`config.mk`:
```
export PLATFORM = sky130hd
export DESIGN_NAME = uart_temp_formatter_flat
export DESIGN_NICKNAME = d
export VERILOG_FILES = /design/src/rtl/uart_fmt_pkg.sv /design/src/rtl/uart_temp_formatter_if.sv /design/src/rtl/bin2bcd_seq.sv /design/src/rtl/uart_temp_formatter.sv /design/src/flat_wrapper.sv
export SDC_FILE = /design/constraint.sdc
export NUM_CORES = 1
export LEC_CHECK = 0
export ABC_AREA = 0
export CAP_MARGIN = 10
export CORE_ASPECT_RATIO = 1.4
export CORE_UTILIZATION = 35
export DETAILED_ROUTE_END_ITERATION = 8
export SLEW_MARGIN = 0
export SYNTH_ARGS = -nofsm -noshare
export SYNTH_HDL_FRONTEND = slang
export SYNTH_SLANG_ARGS = --single-unit
```
`constraint.sdc`:
```
create_clock -name clk -period 3.3 [get_ports clk]
set_input_delay 0.495 -clock clk [delete_from_list [all_inputs] [get_ports clk]]
set_output_delay 0.495 -clock clk [all_outputs]
set_load 0.02 [all_outputs]
```
`src/rtl/uart_fmt_pkg.sv`:
```
// Shared types and constants for the LTC2986 temperature-to-UART frame formatter.
// Frame layout: "Cn:sdddd.d\r\n" (the '.' is optional).
package uart_fmt_pkg;

    typedef enum logic [2:0] {
        ST_IDLE,
        ST_CONVERT,
        ST_LOAD,
        ST_SEND,
        ST_WAIT_DONE
    } fmt_state_t;

    localparam logic [7:0] ASCII_C     = 8'h43;
    localparam logic [7:0] ASCII_COLON = 8'h3A;
    localparam logic [7:0] ASCII_PLUS  = 8'h2B;
    localparam logic [7:0] ASCII_MINUS = 8'h2D;
    localparam logic [7:0] ASCII_DOT   = 8'h2E;
    localparam logic [7:0] ASCII_0     = 8'h30;
    localparam logic [7:0] ASCII_CR    = 8'h0D;
    localparam logic [7:0] ASCII_LF    = 8'h0A;

    localparam logic [2:0] UST_IDLE   = 3'd0;
    localparam int         BIN_W      = 16;
    localparam int         BCD_DIGITS = 5;

    function automatic int frame_len(input int dp_en);
        return (dp_en != 0) ? 12 : 11;
    endfunction

endpackage

```
`src/rtl/uart_temp_formatter_if.sv`:
```
// Sample-side and UART-side signals of the temperature formatter.
// slave = the formatter's view, master = the surrounding logic's view.
interface uart_temp_formatter_if #(
    parameter int CH_W = 3
);
    logic            temp_valid;
    logic            temp_ready;
    logic [15:0]     temp_data;
    logic [CH_W-1:0] temp_ch;
    logic            uart_start;
    logic [7:0]      uart_data;
    logic [2:0]      ust_state;
    logic            busy;
    logic            frame_done;

    modport slave (
        input  temp_valid, temp_data, temp_ch, ust_state,
        output temp_ready, uart_start, uart_data, busy, frame_done
    );

    modport master (
        output temp_valid, temp_data, temp_ch, ust_state,
        input  temp_ready, uart_start, uart_data, busy, frame_done
    );
endinterface

```
`src/rtl/bin2bcd_seq.sv`:
```
// Sequential double-dabble: 16-bit unsigned to 5 BCD digits in 16 cycles.
// bcd holds the result after done until the next start.
module bin2bcd_seq
    import uart_fmt_pkg::*;
(
    input  logic                    clk,
    input  logic                    reset,
    input  logic                    start,
    input  logic [BIN_W-1:0]        bin,
    output logic                    done,
    output logic [4*BCD_DIGITS-1:0] bcd
);
    logic [BIN_W-1:0]        shift_reg;
    logic [4*BCD_DIGITS-1:0] bcd_reg;
    logic [4:0]              cnt_reg;
    logic                    done_reg;
    logic [4*BCD_DIGITS-1:0] bcd_adj;

    // Add-3 correction on every digit that would overflow past 9 when doubled.
    generate
        for (genvar gi = 0; gi < BCD_DIGITS; gi++) begin : g_add3
            assign bcd_adj[gi*4 +: 4] = (bcd_reg[gi*4 +: 4] >= 4'd5) ?
                                        bcd_reg[gi*4 +: 4] + 4'd3 :
                                        bcd_reg[gi*4 +: 4];
        end
    endgenerate

    always_ff @(posedge clk or posedge reset) begin
        if (reset) begin
            shift_reg <= '0;
            bcd_reg   <= '0;
            cnt_reg   <= '0;
            done_reg  <= 1'b0;
        end else begin
            done_reg <= 1'b0;
            if (start) begin
                shift_reg <= bin;
                bcd_reg   <= '0;
                cnt_reg   <= 5'd16;
            end else if (cnt_reg != 5'd0) begin
                {bcd_reg, shift_reg} <= {bcd_adj[4*BCD_DIGITS-2:0], shift_reg, 1'b0};
                cnt_reg <= cnt_reg - 5'd1;
                if (cnt_reg == 5'd1) begin
                    done_reg <= 1'b1;
                end
            end
        end
    end

    assign done = done_reg;
    assign bcd  = bcd_reg;

endmodule

```
`src/rtl/uart_temp_formatter.sv`:
```
// Formats one signed 0.1 degC sample as an ASCII line and hands it to the UART TX
// byte by byte, using the TX state (0 = idle) as the per-byte handshake.
module uart_temp_formatter
    import uart_fmt_pkg::*;
#(
    parameter int CH_W  = 3,
    parameter int DP_EN = 1
) (
    input  logic                  clk,
    input  logic                  reset,
    uart_temp_formatter_if.slave  bus
);
    localparam int         FRAME_LEN = frame_len(DP_EN);
    localparam logic [3:0] LAST_IDX  = 4'(FRAME_LEN - 1);

    fmt_state_t      state_reg;
    logic [CH_W-1:0] ch_reg;
    logic            neg_reg;
    logic [3:0]      idx_reg;
    logic            temp_ready_reg;
    logic            uart_start_reg;
    logic [7:0]      uart_data_reg;
    logic            busy_reg;
    logic            frame_done_reg;

    logic            accept;
    logic [15:0]     magnitude;
    logic            bcd_done;
    logic [19:0]     bcd;
    logic [7:0]      digit_ascii [BCD_DIGITS];
    logic [7:0]      frame_byte;

    assign accept    = (state_reg == ST_IDLE) && bus.temp_valid && temp_ready_reg;
    // 0 - x in 16 bits maps -32768 onto 32768 without overflow.
    assign magnitude = bus.temp_data[15] ? (16'd0 - bus.temp_data) : bus.temp_data;

    bin2bcd_seq u_bcd (
        .clk   (clk),
        .reset (reset),
        .start (accept),
        .bin   (magnitude),
        .done  (bcd_done),
        .bcd   (bcd)
    );

    generate
        for (genvar gi = 0; gi < BCD_DIGITS; gi++) begin : g_digit
            assign digit_ascii[gi] = ASCII_0 + {4'b0000, bcd[gi*4 +: 4]};
        end
    endgenerate

    always_comb begin
        frame_byte = ASCII_LF;
        case (idx_reg)
            4'd0:    frame_byte = ASCII_C;
            4'd1:    frame_byte = ASCII_0 + 8'(ch_reg);
            4'd2:    frame_byte = ASCII_COLON;
            4'd3:    frame_byte = neg_reg ? ASCII_MINUS : ASCII_PLUS;
            4'd4:    frame_byte = digit_ascii[4];
            4'd5:    frame_byte = digit_ascii[3];
            4'd6:    frame_byte = digit_ascii[2];
            4'd7:    frame_byte = digit_ascii[1];
            4'd8:    frame_byte = (DP_EN != 0) ? ASCII_DOT : digit_ascii[0];
            4'd9:    frame_byte = (DP_EN != 0) ? digit_ascii[0] : ASCII_CR;
            4'd10:   frame_byte = (DP_EN != 0) ? ASCII_CR : ASCII_LF;
            default: frame_byte = ASCII_LF;
        endcase
    end

    always_ff @(posedge clk or posedge reset) begin
        if (reset) begin
            state_reg      <= ST_IDLE;
            ch_reg         <= '0;
            neg_reg        <= 1'b0;
            idx_reg        <= 4'd0;
            temp_ready_reg <= 1'b1;
            uart_start_reg <= 1'b0;
            uart_data_reg  <= 8'h00;
            busy_reg       <= 1'b0;
            frame_done_reg <= 1'b0;
        end else begin
            frame_done_reg <= 1'b0;
            case (state_reg)
                ST_IDLE: begin
                    if (accept) begin
                        ch_reg         <= bus.temp_ch;
                        neg_reg        <= bus.temp_data[15];
                        idx_reg        <= 4'd0;
                        busy_reg       <= 1'b1;
                        temp_ready_reg <= 1'b0;
                        state_reg      <= ST_CONVERT;
                    end
                end
                ST_CONVERT: begin
                    if (bcd_done) begin
                        state_reg <= ST_LOAD;
                    end
                end
                ST_LOAD: begin
                    uart_data_reg  <= frame_byte;
                    uart_start_reg <= (bus.ust_state == UST_IDLE);
                    state_reg      <= ST_SEND;
                end
                ST_SEND: begin
                    // A busy TX only counts as acceptance if we were already requesting;
                    // otherwise it is still finishing something else (e.g. after an abort).
                    if (uart_start_reg && (bus.ust_state != UST_IDLE)) begin
                        uart_start_reg <= 1'b0;
                        state_reg      <= ST_WAIT_DONE;
                    end else if (bus.ust_state == UST_IDLE) begin
                        uart_start_reg <= 1'b1;
                    end
                end
                ST_WAIT_DONE: begin
                    if (bus.ust_state == UST_IDLE) begin
                        if (idx_reg == LAST_IDX) begin
                            frame_done_reg <= 1'b1;
                            busy_reg       <= 1'b0;
                            temp_ready_reg <= 1'b1;
                            idx_reg        <= 4'd0;
                            state_reg      <= ST_IDLE;
                        end else begin
                            idx_reg   <= idx_reg + 4'd1;
                            state_reg <= ST_LOAD;
                        end
                    end
                end
                default: state_reg <= ST_IDLE;
            endcase
        end
    end

    assign bus.temp_ready = temp_ready_reg;
    assign bus.uart_start = uart_start_reg;
    assign bus.uart_data  = uart_data_reg;
    assign bus.busy       = busy_reg;
    assign bus.frame_done = frame_done_reg;

endmodule

```
`src/flat_wrapper.sv`:
```
// flat-port wrapper written by rule: the top's interface ports become plain ports
module uart_temp_formatter_flat import uart_fmt_pkg::*;
#(
    parameter int CH_W  = 3,
    parameter int DP_EN = 1
)
  (clk, reset, bus_temp_valid, bus_temp_data, bus_temp_ch, bus_ust_state, bus_temp_ready, bus_uart_start, bus_uart_data, bus_busy, bus_frame_done);
  uart_temp_formatter_if #(.CH_W(CH_W)) bus_i ();
  input  logic clk;
  input  logic reset;
  input wire logic [$bits(bus_i.temp_valid)-1:0] bus_temp_valid;
  input wire logic [$bits(bus_i.temp_data)-1:0] bus_temp_data;
  input wire logic [$bits(bus_i.temp_ch)-1:0] bus_temp_ch;
  input wire logic [$bits(bus_i.ust_state)-1:0] bus_ust_state;
  output wire logic [$bits(bus_i.temp_ready)-1:0] bus_temp_ready;
  output wire logic [$bits(bus_i.uart_start)-1:0] bus_uart_start;
  output wire logic [$bits(bus_i.uart_data)-1:0] bus_uart_data;
  output wire logic [$bits(bus_i.busy)-1:0] bus_busy;
  output wire logic [$bits(bus_i.frame_done)-1:0] bus_frame_done;
  assign bus_i.temp_valid = bus_temp_valid;
  assign bus_i.temp_data = bus_temp_data;
  assign bus_i.temp_ch = bus_temp_ch;
  assign bus_i.ust_state = bus_ust_state;
  assign bus_temp_ready = bus_i.temp_ready;
  assign bus_uart_start = bus_i.uart_start;
  assign bus_uart_data = bus_i.uart_data;
  assign bus_busy = bus_i.busy;
  assign bus_frame_done = bus_i.frame_done;
  uart_temp_formatter #(.CH_W(CH_W), .DP_EN(DP_EN)) u_core (.clk(clk), .reset(reset), .bus(bus_i));
endmodule
```
==> key figures, run 1 <==
Synthesis
  – Synth Instances: 454
  – Synth Net Count: 496
  – Async SR Flop Fraction: 100%
  – Cell Area, Synth: approximately 0.0038 mm2
  – Post-synth EDFFs: 0
  – Post-Synthesis Mean Instance Area: 8.44 um2
  – Yosys reg bits: 64
  – Post-synth cell types: 53
  – Synth Warn #: 0
  – Register area share after synthesis: between 40% and 50%
  – Synth Flop Type: dfrtp_1

Cells and area
  – Nets@finish: 522
  – Filler cell count: 1,048
  – Antenna cells: 0
  – FF/Latch Area: 0.00160 mm2
  – Max reg flops: 20
  – P&R area growth vs syn: 20.2%
  – Fraction of layout cells with a size suffix above 1: 7.44%
  – Area of the multi-input gates: slightly above 0.002 mm2

Detailed routing
  – Vias: 3,296
  – Pre-antenna DRT Iters: 5
  – Number of DRC violations after detailed-routing iteration 0: about 210
  – DRC: 0
  – Total Wirelength: roughly 8600 um
  – Average wire per standard cell: roughly 14 um
  – Final ANT Viol Nets: 0
  – Detail-routed via count per cell: about 5.3

Global routing
  – Vias in the first global route: 3,283
  – Pin count of the biggest net entering global routing: 65
  – Initial antenna violation count: 0
  – Grt total ovfl: 0
  – First-pass GRT wire length: ~15,000 um
  – GRT Total Usage: 16.5%

Placed design
  – Final Wtd Congestion: slightly below 0.8
  – Buffers on Ports: 35
  – Detail Placement HPWL: approximately 6000 um

Clocking
  – Hold_buf cts: 0
  – CTS H-Tree Depth: 3
  – Clk sinks: 64
  – Clk slew on worst S/H paths: roughly 0.050 ns
  – Clock latency on the worst-skew pair: ~0.33 ns
  – Total setup buffers inserted after CTS: 0
  – CTS Root Cell: clkbuf_16
  – Post-CTS Resized: 0
  – Num CTS Buffers: 9
  – CTS tree: built
  – CTS max path bufs: 2

Floorplan
  – Initial Utilization: 36.4%
  – DIE HEIGHT: approximately 130 um
  – Row Count: 44
  – Die area: around 0.011 mm2
  – Core area: ~0.011 mm2
  – Die width: approximately 90 um
  – Ports: 37

Setup path
  – Reg2Reg Launch Point: u_core.idx_reg[0]
  – CP Launch Type: input pin
  – R2R Setup Slk: between 1 and 1.5 ns
  – CP Data Required Time: 3.51 ns
  – Crit path cell chain: clkdlybuf4s50_1, or4_4, or4_4, o21ai_2, xor2_1, a21oi_1
  – Critical Path Slowest Stage Cell: or4_4
  – Critical Path Most Common Cell: or4_4
  – Setup crit end kind: flip-flop
  – CP Class: in -> reg
  – Arr. time, crit path: about 2.4 ns
  – Slowest stage delay, CP: around 0.57 ns
  – Reg-to-Reg End: u_core.bus.uart_data[3]
  – CP max FO: 5
  – Cells on worst reg2reg path: 7

Job
  – Max-Cap Viols: 0

Power
  – VDD IR max: 0.242 mV
  – Total power draw: around 3700 uW
  – Pleak: around 0.0020 uW
  – Pwr dens: approximately 800 mW/mm2

STA
  – Fin. max-slew vios: 0
  – Fin crit period: about 2.2 ns
  – Final Hold Viols: 0
  – Slew headroom: roughly three fifths
  – Actual slew at the worst max-slew pin: 0.591 ns
  – Hold Worst Slack: between 0.4 and 0.5 ns
  – Setup TNS: 0 ns
  – Final Skew: 0.00546 ns
  – Final setup violation count: 0
  – Fmax: 458 MHz
  – Unrepaired setup endpoints after global routing: no
  – Period utilisation layout: 66.2%

Status
  – Status: complete, no violations

Hold path
  – Hold EP: u_core.bus.uart_data[0]
  – Hold_sp: u_core.bus.uart_data[0]
  – Worst Hold Class: reg -> reg
  – Hold depth: 1
==> synthesized netlist by cell type, types with 4 or more instances <==
master / number / share of area, %
o31ai_1: 4 / 0.78
nor2_1: 36 / 3.5
xor2_1: 10 / 2.3
o21ai_0: 30 / 3.9
buf_2: 4 / 0.52
and3_1: 9 / 1.5
or3_4: 4 / 1.2
nand2b_1: 10 / 1.6
dfrtp_1: 63 / 41
ha_1: 17 / 5.6
inv_1: 22 / 2.2
a211oi_1: 6 / 1.2
nor3_1: 7 / 0.91
nand2_1: 79 / 7.7
nand3_1: 13 / 1.7
clkbuf_1: 22 / 2.2
a221oi_1: 4 / 0.91
nor2b_1: 4 / 0.65
a31oi_1: 6 / 0.98
mux2i_1: 6 / 1.6
a21oi_1: 43 / 5.6
xnor2_1: 11 / 2.5
==> per-layer routing <==
| layer | global-route usage, % | up-vias | routed length [um] |
|---|---|---|---|
| li1 | - | 1612 | - |
| met1 | 19.6 | 1598 | 3800 |
| met2 | 28.7 | 70 | 4360 |
| met3 | 2.36 | 16 | 261 |
| met4 | 8.44 | 0 | 218 |
| met5 | 0 | - | 0 |
==> metrics by stage <==
stage / instance area (um2) / worst slack, ns / std cells / util (%)
after floorplan: 3830 / 1.21 / 454 / -
after global placement: 4320 / 0.835 / 607 / 41.0
after detailed placement: 4320 / 0.791 / 607 / 41.0
after CTS: 4600 / 1.14 / 622 / 43.8
after global routing: 4600 / 1.01 / 622 / 43.8
final: 4600 / 1.11 / 622 / 43.8
==> report_power, final <==
group / internal (uW) / switching [uW]
clock network: 600 / 332
logic: 659 / 769
registers: 1060 / 262
==> worst max-delay path, delay by kind of cell <==
kind / cells / cell delay, ns
simple gates: 2 / 1.01
buf+inv: 1 / 0.50
xor+xnor: 1 / 0.16
compound gates: 2 / 0.22
==> cells in the final DEF (no fill, tap or decap), types with 4 or more instances in the layout <==
master,n
a211oi_1,6
a21oi_1,43
a221oi_1,4
a31oi_1,6
and3_1,9
buf_4,6
clkbuf_16,9
clkdlybuf4s50_1,35
dfrtp_1,63
ha_1,17
inv_1,21
mux2i_1,6
nand2_1,79
nand2b_1,10
nand3_1,13
nor2_1,36
nor2b_1,4
nor3_1,7
o21ai_0,30
o31ai_1,4
or3_4,4
xnor2_1,11
xor2_1,10
==> cells by family after synthesis <==
| group | Yosys count | synth area share, % |
|---|---|---|
| AO/OA/AOI/OAI | 115 | 18.3 |
| XOR/XNOR | 21 | 4.80 |
| adder cells (fa/ha/maj) | 17 | 5.55 |
| buffers and inverters | 49 | 5.03 |
| flip-flops | 64 | 41.8 |
| multiplexers | 8 | 2.16 |
| other | 1 | 0.0979 |
| AND/OR/NAND/NOR | 179 | 22.2 |
==> worst max path at each step <==
stage,endpoint,slack (ns),startpoint
CTS,u_core.u_bcd.shift_reg[14],1.14,bus_temp_data[8]
floorplan,u_core.bus.busy,1.21,reset
finish,u_core.u_bcd.shift_reg[14],1.11,bus_temp_data[8]
detailed placement,u_core.u_bcd.shift_reg[14],0.79,bus_temp_data[8]
global placement,u_core.u_bcd.shift_reg[14],0.83,bus_temp_data[8]
global route,u_core.u_bcd.shift_reg[14],1.01,bus_temp_data[8]
==> cell type report <==
| class | count | area share [%] |
|---|---|---|
| Multi-Input combinational cell | 341 | 44.3 |
| Sequential cell | 64 | 34.8 |
| Timing Repair Buffer | 42 | 9.02 |
| Clock buffer | 12 | 5.35 |
| Tap cell | 138 | 3.75 |
| Inverter | 22 | 1.79 |
| Clock inverter | 3 | 0.924 |
(Power assumes the default switching activity.)
==> run 2: changes to the inputs <==
- clock period: 3.3 -> 2.1 ns (I/O delays scaled with it)
==> key figures, run 2 (synthesis results as in run 1) <==
Clocking
  – CTS H-Tree Depth: 3 (unchanged)
  – CTS Root Cell: clkbuf_16
  – CTS tree: built
  – Clock latency on the worst-skew pair: 0.33 ns (about the same)
  – Clk sinks: 64 (unchanged)
  – Clk slew on worst S/H paths: 0.05 ns (about the same)
  – Total setup buffers inserted after CTS: 0 (unchanged)
  – Hold_buf cts: 0 (unchanged)
  – CTS max path bufs: 2 (unchanged)
  – Post-CTS Resized: 0 (unchanged)
  – Num CTS Buffers: 9 (unchanged)

Cells and area
  – Fraction of layout cells with a size suffix above 1: 11.5% (+4.0 points)
  – Antenna cells: 0 (unchanged)
  – P&R area growth vs syn: 25.9%
  – Max reg flops: 20 (unchanged)
  – Most frequent cells in the layout: nand2_1 (79), dfrtp_1 (63), a21oi_1 (43), nor2_1 (36), clkdlybuf4s50_1 (35)
  – Nets@finish: 542 (+3.8%)
  – Most common cell after layout, fill and taps aside: nand2_1

Global routing
  – Pin count of the biggest net entering global routing: 42 (-35%)
  – Most Crowded Layer GR: met2
  – Grt total ovfl: 0 (unchanged)
  – GRT met2 Usage: 29.8% (+1.0 points)
  – GRT Total Usage: 16.6% (+0.10 points)
  – First-pass GRT wire length: 15,200 um (about the same)
  – Met1 Resource Use GR: 19.2% (-0.38 points)
  – Met3 Resource Use GR: 2.78% (+0.42 points)
  – Vias in the first global route: 3,338 (+1.7%)
  – Initial antenna violation count: 0 (unchanged)

Placed design
  – Pre-CTS WS: -0.156 ns (-0.947 ns)
  – Buffers on Ports: 35 (unchanged)
  – Final Wtd Congestion: 0.801 (+1.2%)
  – Detail Placement HPWL: 6350 um (+8.3%)

Power
  – Pleak: 0.00212 uW (+6.4%)
  – VDD IR max: 0.357 mV (+48%)
  – Pwr dens: 1240 mW/mm2 (+55%)
  – Total power draw: 5960 uW (+62%)

Floorplan
  – Ports: 37 (unchanged)
  – Die area: 0.0114 mm2 (unchanged)
  – Die width: 90.4 um (unchanged)
  – Row Count: 44 (unchanged)
  – Core area: 0.0105 mm2 (unchanged)
  – Initial Utilization: 36.4% (unchanged)
  – DIE HEIGHT: 126 um (unchanged)

Detailed routing
  – Average wire per standard cell: 13.6 um (-1.8%)
  – Pre-antenna DRT Iters: 4 (-1)
  – Final ANT Viol Nets: 0 (unchanged)
  – Vias: 3,349 (+1.6%)
  – Total Wirelength: 8770 um (+1.5%)
  – Detail-routed via count per cell: 5.21 (-1.7%)
  – Number of DRC violations after detailed-routing iteration 0: 128 (-40%)
  – DRC: 0 (unchanged)

Setup path
  – CP Launch Type: input pin
  – CP startpoint: bus_temp_data[1]
  – Arr. time, crit path: 2.13 ns (-0.26 ns)
  – Setup crit end kind: flip-flop
  – Reg2Reg Launch Point: u_core.idx_reg[0]
  – CP max FO: 5 (unchanged)
  – CP Class: in -> reg
  – CP Data Required Time: 2.31 ns (-1.20 ns)

STA
  – Unrepaired setup endpoints after global routing: no
  – Fin crit period: 1.92 ns
  – Fin. max-slew vios: 0 (unchanged)
  – Actual slew at the worst max-slew pin: 0.515 ns (-0.0762 ns)
  – Slew headroom: 65.6% (+5.0 points)
  – Final Skew: 0.00497 ns (-0.000499 ns)
  – Fmax: ~520 MHz
  – Period utilisation layout: approximately nine tenths
  – Hold Worst Slack: 0.339 ns (-0.151 ns)
  – Final Hold Viols: 0 (unchanged)
  – Final setup violation count: 0 (unchanged)
  – Setup ws final: 0.177 ns (-0.938 ns)

Hold path
  – Worst Hold Class: in -> async

Job
  – Max-Cap Viols: 0 (unchanged)

Status
  – Status: complete, no violations
-- run 2: metal layers --
metal / wire length (um) / part of all wire (%)
met3: 214 / 2.4
met1: 3750 / 43
met4: 144 / 1.6
met2: 4670 / 53
met5: 0 / 0
-- run 2: final timing paths --
check                                              to  slack [ns]  depth (start not counted)
max                        u_core.u_bcd.shift_reg[13]        0.18                          6
min                           u_core.u_bcd.cnt_reg[0]        0.34                          2
max reg2reg                   u_core.bus.uart_data[3]        0.25                          6
min reg2reg                          u_core.ch_reg[0]        0.48                          2
max in group asynchronous       u_core.bus.temp_ready        1.19                          3
min in group clk                     u_core.ch_reg[0]        0.48                          2
-- run 2: cell type report --
class	instances	area (um2)
clock buffers	14	284
clock inverters	2	35.0
fillers	1049	5690
inverters	22	82.6
multi-input cells	341	2040
flip-flops and latches	64	1600
well taps	138	173
repair buffers	62	603
-- run 2: power breakdown --
part | internal, uW | total [uW] | switching, uW | leakage, uW
Sequential | 1660 | 2070 | 409 | 0.000827
Combinational | 1090 | 2320 | 1230 | 0.00114
Clock | 1050 | 1570 | 523 | 0.000159
Total | 3800 | 5960 | 2170 | 0.00212
-- run 2: per-stage QoR --
step	cell area (um2)	instances	setup TNS, ns	util [%]
after floorplan	3830	454	0	-
after global placement	4500	627	-0.469	42.8
after detailed placement	4500	627	-0.616	42.8
after CTS	4820	643	0	45.9
after global routing	4820	643	0	45.9
final	4820	643	0	45.9
-- run 2: worst max-delay path, cell delays in order --
cell and delay [ns]:
clkdlybuf4s50_1 0.42, or3_4 0.40, or3_4 0.41, o41ai_2 0.32, xor2_1 0.19, a21oi_1 0.08
==> run 3: changes to the inputs <==
- CORE_ASPECT_RATIO: 1.4 -> 1.75
- CORE_UTILIZATION: 35 -> 55
- PLACE_DENSITY: unset -> 0.77
==> key figures, run 3 (synthesis results as in run 1) <==
Power
  – Net Sw Frac: 37.4% (+1.0 points)
  – Pleak: 0.00210 uW (-0.92%)
  – VDD IR max: 0.627 mV (+76%)
  – Net Sw Power: 2220 uW (+2.5%)
  – Combinational power share: 39.4% (+0.5 points)
  – Total power draw: 5940 uW (-0.36%)
  – Clk pwr share: 25.5% (-0.8 points)
  – Pwr dens: 1260 mW/mm2 (+1.9%)
  – Share of power burned in registers: 35.2% (+0.4 points)
  – Pint: 3720 uW (-2.0%)

Cells and area
  – Nets@finish: 541 (-0.18%)
  – FF/Latch Area: 0.00160 mm2 (unchanged)
  – Most common cell after layout, fill and taps aside: nand2_1
  – Antenna cells: 0 (unchanged)
  – Post-route cell area: 0.00471 mm2 (-2.3%)
  – Max reg flops: 20 (unchanged)
  – Filler cell count: 541 (-48%)
  – P&R area growth vs syn: 23.0%
  – Fin util: 71.0% (+25 points)
  – Most frequent cells in the layout: nand2_1 (79), dfrtp_1 (63), a21oi_1 (43), nor2_1 (36), clkdlybuf4s50_1 (35)
  – Fraction of layout cells with a size suffix above 1: 11.1% (-0.37 points)
  – Area of the multi-input gates: 0.00204 mm2 (unchanged)

Placed design
  – Buffers on Ports: 35 (unchanged)
  – Detail Placement HPWL: 6320 um (-0.45%)
  – Final Wtd Congestion: 0.882 (+10%)
  – Placed inst area: 0.00441 mm2 (-2.0%)

Clocking
  – CTS H-Tree Depth: 3 (unchanged)
  – CTS Root Cell: clkbuf_16
  – Clk slew on worst S/H paths: 0.05 ns (about the same)
  – Post-CTS Resized: 0 (unchanged)
  – Hold_buf cts: 0 (unchanged)
  – Num CTS Buffers: 9 (unchanged)
  – Total setup buffers inserted after CTS: 0 (unchanged)
  – Clock latency on the worst-skew pair: 0.34 ns (about the same)
  – CTS max path bufs: 2 (unchanged)
  – CTS tree: built
  – Clk sinks: 64 (unchanged)

Setup path
  – CP Launch Type: flip-flop
  – CP Data Required Time: 2.32 ns (about the same)
  – CP Class: reg -> reg
  – R2R Setup Slk: 0.17 ns (-0.08 ns)
  – Setup crit end kind: flip-flop
  – CP max FO: 9 (+4)
  – Arr. time, crit path: 2.15 ns (+0.02 ns)

Global routing
  – Vias in the first global route: 3,553 (+6.4%)
  – First-pass GRT wire length: 15,800 um (+3.7%)
  – Grt total ovfl: 0 (unchanged)
  – GRT Total Usage: 27.7% (+11 points)
  – Most Crowded Layer GR: met2
  – Pin count of the biggest net entering global routing: 42 (unchanged)
  – GRT met2 Usage: 48.4% (+19 points)
  – Initial antenna violation count: 0 (unchanged)
  – Met3 Resource Use GR: 5.49% (+2.7 points)
  – Met1 Resource Use GR: 30.2% (+11 points)

Detailed routing
  – Detail-routed via count per cell: 5.81 (+12%)
  – Pre-antenna DRT Iters: 5 (+1)
  – DRC: 0 (unchanged)
  – Number of DRC violations after detailed-routing iteration 0: 196 (+53%)
  – Total Wirelength: 8880 um (+1.2%)
  – Average wire per standard cell: 15.1 um (+11%)
  – Final ANT Viol Nets: 0 (unchanged)
  – Vias: 3,405 (+1.7%)

STA
  – Period utilisation layout: 91.9% (+0.35 points)
  – Final setup violation count: 0 (unchanged)
  – Fin. max-slew vios: 0 (unchanged)
  – Unrepaired setup endpoints after global routing: no
  – Final Skew: 0.00690 ns (+0.00193 ns)
  – Fin crit period: 1.93 ns (+0.00741 ns)
  – Fmax: 518 MHz (-0.38%)
  – Final Hold Viols: 0 (unchanged)

Floorplan
  – Row Count: 39 (-11%)
  – Ports: 37 (unchanged)
  – Core area: 0.00664 mm2 (-37%)
  – Initial Utilization: 57.7% (+21 points)
  – Die area: 0.00732 mm2 (-36%)
  – DIE HEIGHT: 112 um (-11%)
  – Die width: 65.1 um (-28%)

Status
  – Status: complete, no violations

Job
  – Max-Cap Viols: 0 (unchanged)

Hold path
  – Worst Hold Class: in -> async
## run 3: changes by cell type in the layout (fill, tap and decap cells not counted)
cell	previous run	this run
buf_12	4	3
clkbuf_1	1	2
clkbuf_8	4	2
clkinv_2	1	2
## run 3: metal layers
metal	wire [um]	part of all wire [%]	vias to the layer above
li1	-	-	1655
met1	3420	39	1633
met2	4800	54	86
met3	280	3.2	31
met4	381	4.3	0
met5	0	0	-
## run 3: area by class of cell
| cell class | instances | share of cell area, % |
|---|---|---|
| multi-input combinational | 341 | 43.3 |
| sequential | 64 | 34.0 |
| timing repair buffer | 61 | 12.4 |
| clock buffer | 13 | 5.52 |
| tap | 82 | 2.18 |
| inverter | 22 | 1.75 |
| clock inverter | 3 | 0.849 |
## run 3: stage by stage
step	worst slack, ns	hold slack, ns	cells	TNS, ns
after global routing	0.00296	0.398	586	0
final	0.169	0.321	586	0
after CTS	0.155	0.344	586	0
after global placement	-0.123	0.473	570	-0.366
after floorplan	0.189	0.420	454	0
after detailed placement	-0.172	0.484	570	-0.644
## run 3: worst paths after layout
kind	start	end	cells after the start
worst min register to register	u_core.bus.uart_data[0]	u_core.bus.uart_data[0]	1
max in group asynchronous	reset	u_core.u_bcd.bcd[9]	3
min in group clk	u_core.bus.uart_data[0]	u_core.bus.uart_data[0]	1
worst min-delay path	reset	u_core.bus.busy	2
worst max register to register	u_core.idx_reg[0]	u_core.bus.uart_data[3]	7
worst max-delay path	u_core.idx_reg[0]	u_core.bus.uart_data[3]	7
## run 3: critical path, stage by stage, from the launching register on
cell and delay, ns:
dfrtp_1 0.45, inv_1 0.10, ha_1 0.34, nor2_1 0.23
nor2_1 0.06, a211o_1 0.27, a221oi_1 0.26, a21oi_1 0.10
## run 3: power by group through the flow
stage / Combinational (uW) / Sequential [uW] / Clock (uW)
2_1_floorplan: 1670 / 2040 / 0
3_3_place_gp: 2220 / 2070 / 0
3_5_place_dp: 2320 / 2100 / 0
4_1_cts: 2360 / 2080 / 1520
5_1_grt: 2670 / 2140 / 1570
6_report: 2340 / 2090 / 1510
